[config.mk]
export PLATFORM = sky130hd
export DESIGN_NAME = chu_pmod_als_core
export DESIGN_NICKNAME = d
export VERILOG_FILES = /design/src/rtl/chu_pmod_als_core.sv
export SDC_FILE = /design/constraint.sdc
export NUM_CORES = 1
export LEC_CHECK = 0
export BUFFER_PORTS_ARGS = -buffer_cell sky130_fd_sc_hd__buf_2
export CAP_MARGIN = 20
export CORE_UTILIZATION = 55
export CTS_BUF_LIST = sky130_fd_sc_hd__clkbuf_8
export DETAILED_ROUTE_END_ITERATION = 8
export PLACE_DENSITY = 0.79
export SETUP_SLACK_MARGIN = 0.02
export SLEW_MARGIN = 10
export SYNTH_ARGS = -nofsm -noshare
export SYNTH_HDL_FRONTEND = slang
export SYNTH_SLANG_ARGS = --single-unit
export TNS_END_PERCENT = 100
[constraint.sdc]
create_clock -name clk -period 3.8 [get_ports clk]
set_input_delay 0.38 -clock clk [delete_from_list [all_inputs] [get_ports clk]]
set_output_delay 0.38 -clock clk [all_outputs]
set_load 0.005 [all_outputs]
[src/rtl/chu_pmod_als_core.sv]
// MMIO slot core for the PMOD ALS light sensor: timed SPI conversions feeding a sample FIFO.
// Optional min/max tracking register is built when ALS_MINMAX_EN is defined.
module chu_pmod_als_core #(
    parameter int FIFO_AW  = 4,
    parameter int DVSR_RST = 24
) (
    input  logic        clk,
    input  logic        reset,
    input  logic        cs,
    input  logic        read,
    input  logic        write,
    input  logic [4:0]  addr,
    input  logic [31:0] wr_data,
    output logic [31:0] rd_data,
    output logic        pmod_sck,
    output logic        pmod_cs,
    input  logic        pmod_miso
);

    // state | meaning
    // IDLE  | waiting for trigger or pending request, cs high
    // SETUP | cs low, one half-period before the first sck fall
    // SHIFT | 16 sck periods, miso captured at end of each low half
    // HOLD  | cs high quiet time; sample pushed on entry
    typedef enum logic [1:0] {ST_IDLE, ST_SETUP, ST_SHIFT, ST_HOLD} state_t;

    localparam int DEPTH = 2**FIFO_AW;
    localparam logic [FIFO_AW-1:0] PTR_ONE  = FIFO_AW'(1);
    localparam logic [FIFO_AW:0]   CNT_ONE  = (FIFO_AW+1)'(1);
    localparam logic [FIFO_AW:0]   CNT_FULL = (FIFO_AW+1)'(DEPTH);

    state_t        state_q, state_d;
    logic [15:0]   div_q, div_d;
    logic [15:0]   lat_q, lat_d;
    logic [3:0]    bit_q, bit_d;
    logic [15:0]   shreg_q, shreg_d;
    logic          sck_q, sck_d;
    logic          ncs_q, ncs_d;
    logic          pend_q, pend_d;

    logic          en_q;
    logic [31:0]   period_q;
    logic [15:0]   dvsr_q;
    logic [31:0]   tmr_q;

    logic [7:0]         mem_q [DEPTH];
    logic [FIFO_AW-1:0] wr_ptr_q, rd_ptr_q;
    logic [FIFO_AW:0]   cnt_q;
    logic               ovf_q;
    logic [7:0]         last_q;

    logic wr_stat, wr_ctrl, wr_per, wr_dvsr;
    logic tmr_tc, trig, busy, push_req;
    logic fifo_empty, fifo_full, pop, push_ok;
    logic [7:0] push_data;

    assign wr_stat = cs & write & (addr == 5'd0);
    assign wr_ctrl = cs & write & (addr == 5'd2);
    assign wr_per  = cs & write & (addr == 5'd3);
    assign wr_dvsr = cs & write & (addr == 5'd4);

    assign tmr_tc = en_q & (tmr_q == '0);
    assign trig   = (wr_ctrl & wr_data[1]) | tmr_tc;
    assign busy   = (state_q != ST_IDLE);

    assign fifo_empty = (cnt_q == '0);
    assign fifo_full  = (cnt_q == CNT_FULL);
    assign pop        = cs & read & (addr == 5'd1) & ~fifo_empty;
    assign push_data  = shreg_q[12:5];
    assign push_ok    = push_req & (~fifo_full | pop);

    assign pmod_sck = sck_q;
    assign pmod_cs  = ncs_q;

    always_ff @(posedge clk) begin
        if (reset) begin
            en_q     <= 1'b0;
            period_q <= '0;
            dvsr_q   <= 16'(DVSR_RST);
        end else begin
            if (wr_ctrl) en_q     <= wr_data[0];
            if (wr_per)  period_q <= wr_data;
            if (wr_dvsr) dvsr_q   <= wr_data[15:0];
        end
    end

    // Down-counter reloads while disabled so enabling waits a full period.
    always_ff @(posedge clk) begin
        if (reset)
            tmr_q <= '0;
        else if (!en_q || tmr_q == '0)
            tmr_q <= period_q;
        else
            tmr_q <= tmr_q - 32'd1;
    end

    always_comb begin
        state_d  = state_q;
        div_d    = div_q;
        lat_d    = lat_q;
        bit_d    = bit_q;
        shreg_d  = shreg_q;
        sck_d    = sck_q;
        ncs_d    = ncs_q;
        pend_d   = pend_q;
        push_req = 1'b0;
        unique case (state_q)
            ST_IDLE: begin
                if (trig || pend_q) begin
                    state_d = ST_SETUP;
                    ncs_d   = 1'b0;
                    lat_d   = dvsr_q;
                    div_d   = dvsr_q;
                    pend_d  = 1'b0;
                end
            end
            ST_SETUP: begin
                if (div_q == '0) begin
                    state_d = ST_SHIFT;
                    sck_d   = 1'b0;
                    div_d   = lat_q;
                    bit_d   = '0;
                end else begin
                    div_d = div_q - 16'd1;
                end
            end
            ST_SHIFT: begin
                if (div_q != '0) begin
                    div_d = div_q - 16'd1;
                end else if (!sck_q) begin
                    shreg_d = {shreg_q[14:0], pmod_miso};
                    sck_d   = 1'b1;
                    div_d   = lat_q;
                end else if (bit_q == 4'd15) begin
                    state_d  = ST_HOLD;
                    ncs_d    = 1'b1;
                    div_d    = lat_q;
                    push_req = 1'b1;
                end else begin
                    bit_d = bit_q + 4'd1;
                    sck_d = 1'b0;
                    div_d = lat_q;
                end
            end
            ST_HOLD: begin
                if (div_q == '0)
                    state_d = ST_IDLE;
                else
                    div_d = div_q - 16'd1;
            end
            default: state_d = ST_IDLE;
        endcase
        if (busy && trig)
            pend_d = 1'b1;
    end

    always_ff @(posedge clk) begin
        if (reset) begin
            state_q <= ST_IDLE;
            div_q   <= '0;
            lat_q   <= '0;
            bit_q   <= '0;
            shreg_q <= '0;
            sck_q   <= 1'b1;
            ncs_q   <= 1'b1;
            pend_q  <= 1'b0;
        end else begin
            state_q <= state_d;
            div_q   <= div_d;
            lat_q   <= lat_d;
            bit_q   <= bit_d;
            shreg_q <= shreg_d;
            sck_q   <= sck_d;
            ncs_q   <= ncs_d;
            pend_q  <= pend_d;
        end
    end

    // A pop on a full FIFO frees the head slot, which is the one written this cycle.
    always_ff @(posedge clk) begin
        if (push_ok)
            mem_q[wr_ptr_q] <= push_data;
    end

    always_ff @(posedge clk) begin
        if (reset) begin
            wr_ptr_q <= '0;
            rd_ptr_q <= '0;
            cnt_q    <= '0;
            ovf_q    <= 1'b0;
            last_q   <= '0;
        end else begin
            if (push_ok) wr_ptr_q <= wr_ptr_q + PTR_ONE;
            if (pop)     rd_ptr_q <= rd_ptr_q + PTR_ONE;
            case ({push_ok, pop})
                2'b10:   cnt_q <= cnt_q + CNT_ONE;
                2'b01:   cnt_q <= cnt_q - CNT_ONE;
                default: cnt_q <= cnt_q;
            endcase
            if (push_req && fifo_full && !pop)
                ovf_q <= 1'b1;
            else if (wr_stat)
                ovf_q <= 1'b0;
            if (push_req)
                last_q <= push_data;
        end
    end

`ifdef ALS_MINMAX_EN
    logic       wr_mm;
    logic [7:0] min_q, max_q;

    assign wr_mm = cs & write & (addr == 5'd6);

    always_ff @(posedge clk) begin
        if (reset || wr_mm) begin
            min_q <= 8'hFF;
            max_q <= 8'h00;
        end else if (push_req) begin
            if (push_data < min_q) min_q <= push_data;
            if (push_data > max_q) max_q <= push_data;
        end
    end
`endif

    // Status keeps the FIFO count byte-aligned at bit 8.
    always_comb begin
        rd_data = '0;
        case (addr)
            5'd0: begin
                rd_data[FIFO_AW+8:8] = cnt_q;
                rd_data[3:0]         = {ovf_q, fifo_full, fifo_empty, busy};
            end
            5'd1: begin
                if (!fifo_empty)
                    rd_data[8:0] = {1'b1, mem_q[rd_ptr_q]};
            end
            5'd5: rd_data[7:0] = last_q;
`ifdef ALS_MINMAX_EN
            5'd6: rd_data[15:0] = {max_q, min_q};
`endif
            default: rd_data = '0;
        endcase
    end

endmodule

# ---- Word level (Yosys, flattened, before mapping)
# Memory sizes are Yosys's and may differ from the RTL's. A register that Yosys moved wholly into a read port is not among the register bits.
# Cells that the tools add are included.
dict set report totals {
  mem_count 1
  ram_bits 128
  word_cells 135
  register_bits 157
  input_bits 43
}
dict set report classes {
  add_sub_neg 7
  n_mux 45
  n_eq_ne 20
  bitwise_logic 17
  n_reduce_logical 28
}
# memory depth word_bits rd rd_ports_with_merged_regs wr line
set mem_list {}
lappend mem_list {mem_q 16 8 1 1 1 46} ;# logic [7:0] mem_q [DEPTH];
# cell n
set ops {}
lappend ops {{two-way mux 16 bit} 4}
lappend ops {{one-hot mux 16 bit (4 select lines)} 1}
lappend ops {{logical NOT 32 bit} 1}
lappend ops {{two-way mux 32 bit} 1}
lappend ops {{subtractor 32 x 1 -> 32 bit (second input constant)} 1}
lappend ops {{two-way mux 4 bit} 7}
lappend ops {{two-way mux 1 bit} 17}
lappend ops {{logical NOT 16 bit} 1}
lappend ops {{!= test 2 bit (second input constant)} 8}
lappend ops {{one-hot mux 4 bit (2 select lines)} 2}
lappend ops {{nonzero test 16 bit} 1}
lappend ops {{subtractor 16 x 1 -> 16 bit (second input constant)} 1}
lappend ops {{nonzero test 2 bit} 7}
lappend ops {{adder 4 x 1 -> 4 bit (second input constant)} 3}
lappend ops {{two-way mux 2 bit} 6}
lappend ops {{one-hot mux 4 bit (3 select lines)} 1}
lappend ops {{bitwise AND 1 bit} 11}
lappend ops {{equality test 5 x 2 -> 1 bit (second input constant)} 2}
lappend ops {{equality test 5 x 3 -> 1 bit (second input constant)} 2}
lappend ops {{logical NOT 5 bit} 2}
lappend ops {{one-hot mux 5 bit (2 select lines)} 1}
lappend ops {{AND reduction 5 bit} 2}
lappend ops {{two-way mux 9 bit} 1}
lappend ops {{one-hot mux 2 bit (4 select lines)} 1}
lappend ops {{other kinds (17)} 33}

# ---- Logic depth before layout (Yosys ltp)
dict set report logic_depth {
  ltp_word 8
  ltp_mapped 13
  mapped_depth_nobuf 12
}

# ---- Least setup slack after synthesis
# No wires, ideal clock.
dict set report synth_path {
  kind {reg-to-reg}
  start {register div_q[0]}
  end {register cnt_q[4]}
  setup_ps 128
  path_buffers 1
  period_less_slack_ps 2830
  path_slack_ps 970
  stages_incl_launch_ff 14
  arrival_time_ps 2702
  path_cell_list {dfxtp_1 -> inv_1 -> ha_1 -> nor4b_1 -> and4_1 -> clkbuf_1 -> a21oi_1 -> xor2_1 -> ha_1 -> or3_1 -> a21oi_1 -> a22oi_1 -> xnor2_1 -> nor2_1}
}
dict set report synth_between {
  elab_chain_len 6
}
# element line
set synth_lines {}
lappend synth_lines {{from (decl)} 33} ;# logic [15:0] div_q, div_d;
lappend synth_lines {{from (signal assigned)} 169} ;# div_q <= div_d;
lappend synth_lines {{nonzero test 16 bit *} 128} ;# if (div_q != '0) begin
lappend synth_lines {{two-way mux 1 bit *} 128}
lappend synth_lines {{two-way mux 1 bit *} 107} ;# unique case (state_q)
lappend synth_lines {{bitwise AND 1 bit *} 70} ;# assign push_ok = push_req & (~fifo_full | pop);
lappend synth_lines {{equality test 2 x 1 -> 1 bit or equality test 2 bit (tied branches)} 195} ;# case ({push_ok, pop})
lappend synth_lines {{one-hot mux 5 bit (2 select lines) or nonzero test 2 bit (tied branches)} --}
lappend synth_lines {{to (signal assigned)} 196} ;# 2'b10: cnt_q <= cnt_q + CNT_ONE;
lappend synth_lines {{to (signal assigned)} 197} ;# 2'b01: cnt_q <= cnt_q - CNT_ONE;
lappend synth_lines {{to (signal assigned)} 198} ;# default: cnt_q <= cnt_q;
lappend synth_lines {{to (decl)} 48} ;# logic [FIFO_AW:0] cnt_q;
# Mark *: on every way between the ends. The rest lies on a longest branch, timed or not.
# A chain may end at the register's enable or synchronous reset.

==> reports/summary.txt <==
Status = finished with violations
Failing checks = design-rule violations
LEAKAGE = 5.16 nW
Seq cells post-synth = 289
Setup Crit Path Kind = flop to output port
Die Span Y = 153 um
# fillers = 1,678
HPWL after detailed placement = 18.5 mm
Gate Count Post-Synth = 1,124
Post-cts repair resize count = 0
Vias in the first global route = 8,420
Nets = 1,255
Reg2reg setup slack = 740 ps
Total GRT Usage = 23.9%
Initial antenna violation count = 3
DIE WIDTH = 153 um
R2r worst-path depth = 6
Die ar. = 23,300 sq um
CTS tree = yes
Cell Count, Final, Fillers Out = 1,509
Reg clk slew, reported paths = 60 ps
Clk_lat worst skew = 560 ps
FP Rows = 54
Combinational Power Share = 13.4%
Tmin final = 3300 ps
Max stage delay on crit path = 620 ps
Ports = 77
Gpl congestion = 0.923
Post-Syn Area = 12,500 sq um
Post-CTS Setup Bufs = 0
Power per cell area = 479 nW/um^2
CP Cell Sequence = buf_4 -> mux4_2 -> mux4_2 -> inv_1 -> o221ai_1 -> buf_2
Vias = 8,780
Cts hold-fix bufs = 0
Pins Over Slew Limit = 0
Synth Flop Type = dfxtp_1
Core ar. = 22,000 sq um
Syn-to-layout area delta = 11.6%
Worst path slowest cell = mux4_2
VDD IR max = 0.256 mV
Syn. warnings = 0
Slew margin rel. = 31.3%
Initial Utilization = 56.6%
Hold WC Path Type = primary input to flop
CP most frequent cell = mux4_2
Number of buffers inserted by port buffering = 57
H-tree Lvls = 2
Seq pwr share = 49.5%
TritonRoute pass-1 iters = 9
Final setup viols = 0
Largest net degree at the start of global routing = 68
TritonCTS buffer count = 46
Setup TNS = 0 ps
Register area share after synthesis = 56.7%
Reg2reg start = tmr_q[14]
Netlist cell types = 65
Syn avg cell area = 11.1 sq um
Longest Clk Path Bufs = 3
Worst-margin pin slew = 1020 ps
Fmax = 303 MHz
Total gr overflow = 0
Psw = 1.77 mW
Share of the clock period used by the worst path = 86.9%
DR iter-0 viols = 891
Remaining DRCs = 9
Routed Antenna Nets = 0
CP startpoint kind = flop
Average via count per standard cell = 5.82
Async S/R FF share, synth = 0%
Worst EP required = 3420 ps
EDFF count, synth = 128
Clock skew = 36.2 ps
Critical Path End = rd_data[0]
Post-DR wirelength/cell = 18.4 um
Inst Count DP = 1,424
Critical Path Fanout Max = 32
Switching Fraction = 26.6%
Share of layout cells above drive strength 1 = 17.0%
Critical Path AT = 2920 ps
Final wirelength = 27.8 mm
Number of max-cap violations = 0
CP endpoint kind = output port
Crit Reg-Reg Endpoint = div_q[15]
Sink Count = 289
Clk pwr share = 37.2%
P_int = 4.89 mW
Hold Vio Cnt, Final = 0
Global-route wire length before repair = 44.2 mm
RSZ-0062 raised after global routing = false
Clk root buf = clkbuf_8
==> cell usage after synthesis, types with 6 or more instances <==
master / count / area (sq um)
inv_1: 27 / 101
nand2_1: 157 / 589
mux4_2: 40 / 901
ha_1: 17 / 213
dfxtp_1: 161 / 3220
xor2_1: 22 / 193
nor2_1: 103 / 387
and4_1: 6 / 52.6
nor4_1: 15 / 93.8
clkbuf_1: 51 / 191
mux2i_1: 29 / 290
o21ai_0: 37 / 185
nand2b_1: 15 / 93.8
buf_4: 20 / 150
nor3_1: 22 / 110
xnor2_1: 30 / 263
a21oi_1: 95 / 475
a211oi_1: 19 / 143
nand3_1: 21 / 105
edfxtp_1: 128 / 3840
buf_2: 6 / 30.0
nand4_1: 9 / 56.3
==> cell usage in the layout (no fill, tap or decap), drive strengths merged, types with 4 or more instances in the layout <==
cell type / instances
dfxtp: 161
nand2b: 15
a21oi: 96
inv: 46
clkbuf: 55
xor2: 22
nor2: 104
nand2: 157
a31oi: 5
xnor2: 30
and4: 6
conb: 19
clkinv: 5
nor3: 23
and2: 5
a2111oi: 4
mux4: 40
nor3b: 4
nand4: 9
a211oi: 20
nand3: 21
nor4: 18
or4: 4
edfxtp: 128
a221o: 4
buf: 85
mux2i: 29
or3: 5
o21ai: 38
ha: 17
==> cells by family (layout without fill, tap and decap cells) <==
logic type      after synthesis  after routing  share of synthesized area, %
other cells                   1             21                        0.0301
xor+xnor                     52             52                          3.65
buf+inv                     107            192                          3.88
flops                       289            289                          56.7
fa+ha+maj                    17             17                          1.71
compound gates              200            200                          9.82
mux                          69             69                          9.55
simple gates                389            389                          14.7
==> critical path: cells and delay by family (launching register included) <==
kind                   cells  cell delay [ps]
AOI/OAI and AO/OA          1              120
muxes                      2             1150
DFF                        1              310
buffers and inverters      3              760
==> stage by stage <==
stage	total power [mW]	util (%)	hold WS (ps)	worst slack, ps	area [sq um]
5_1_grt	6.93	63.2	41.1	310	13900
3_5_place_dp	4.22	59.0	443	934	13000
2_1_floorplan	4.01	-	432	970	12500
4_1_cts	6.69	63.0	34.0	430	13900
3_3_place_gp	4.21	59.0	438	1020	13000
6_report	6.67	63.2	63.3	498	13900
==> sequential cells by signal (all words and copies together), names as in the netlist, named ones only <==
name / count
mem_q: 128
period_q: 32
tmr_q: 32
div_q: 16
dvsr_q: 16
lat_q: 16
shreg_q: 13
last_q: 8
cnt_q: 5
bit_q: 4
rd_ptr_q: 4
wr_ptr_q: 4
state_q: 2
en_q: 1
ovf_q: 1
pend_q: 1
pmod_cs: 1
pmod_sck: 1
==> power groups by stage <==
stage               Clock [mW]  Sequential [mW]  Combinational, mW
detailed placement           0             3.36              0.856
global route              2.65             3.30              0.979
CTS                       2.53             3.30              0.864
global placement             0             3.36              0.851
floorplan                    0             3.35              0.665
finish                    2.48             3.30              0.892
==> cell type report <==
class	instances	area, sq um	area share, %
sequential	289	7070	50.8
multi-input combinational	746	5000	36.0
clock buffer	55	757	5.44
timing repair buffer	85	520	3.74
tap	280	350	2.52
clock inverter	25	113	0.809
inverter	27	101	0.728
antenna	2	5.00	0.0360
==> worst min-delay path by stage <==
stage,start,cells past startpoint,slack [ps],end
3_5_place_dp,shreg_q[1],2,440,shreg_q[1]
3_3_place_gp,shreg_q[4],2,440,shreg_q[4]
4_1_cts,wr_data[22],3,30,period_q[22]
5_1_grt,wr_data[20],3,40,period_q[20]
2_1_floorplan,shreg_q[0],2,430,shreg_q[0]
6_report,wr_data[25],3,60,period_q[25]
==> per-layer routing <==
metal | routed length (um) | part of all wire [%] | global-route usage [%]
met5 | 0 | 0 | 0
met2 | 13000 | 47 | 38.6
met4 | 538 | 1.9 | 7.94
met3 | 1890 | 6.8 | 3.30
met1 | 12300 | 44 | 33.5
No activity file was read; power rests on OpenSTA's default activity.
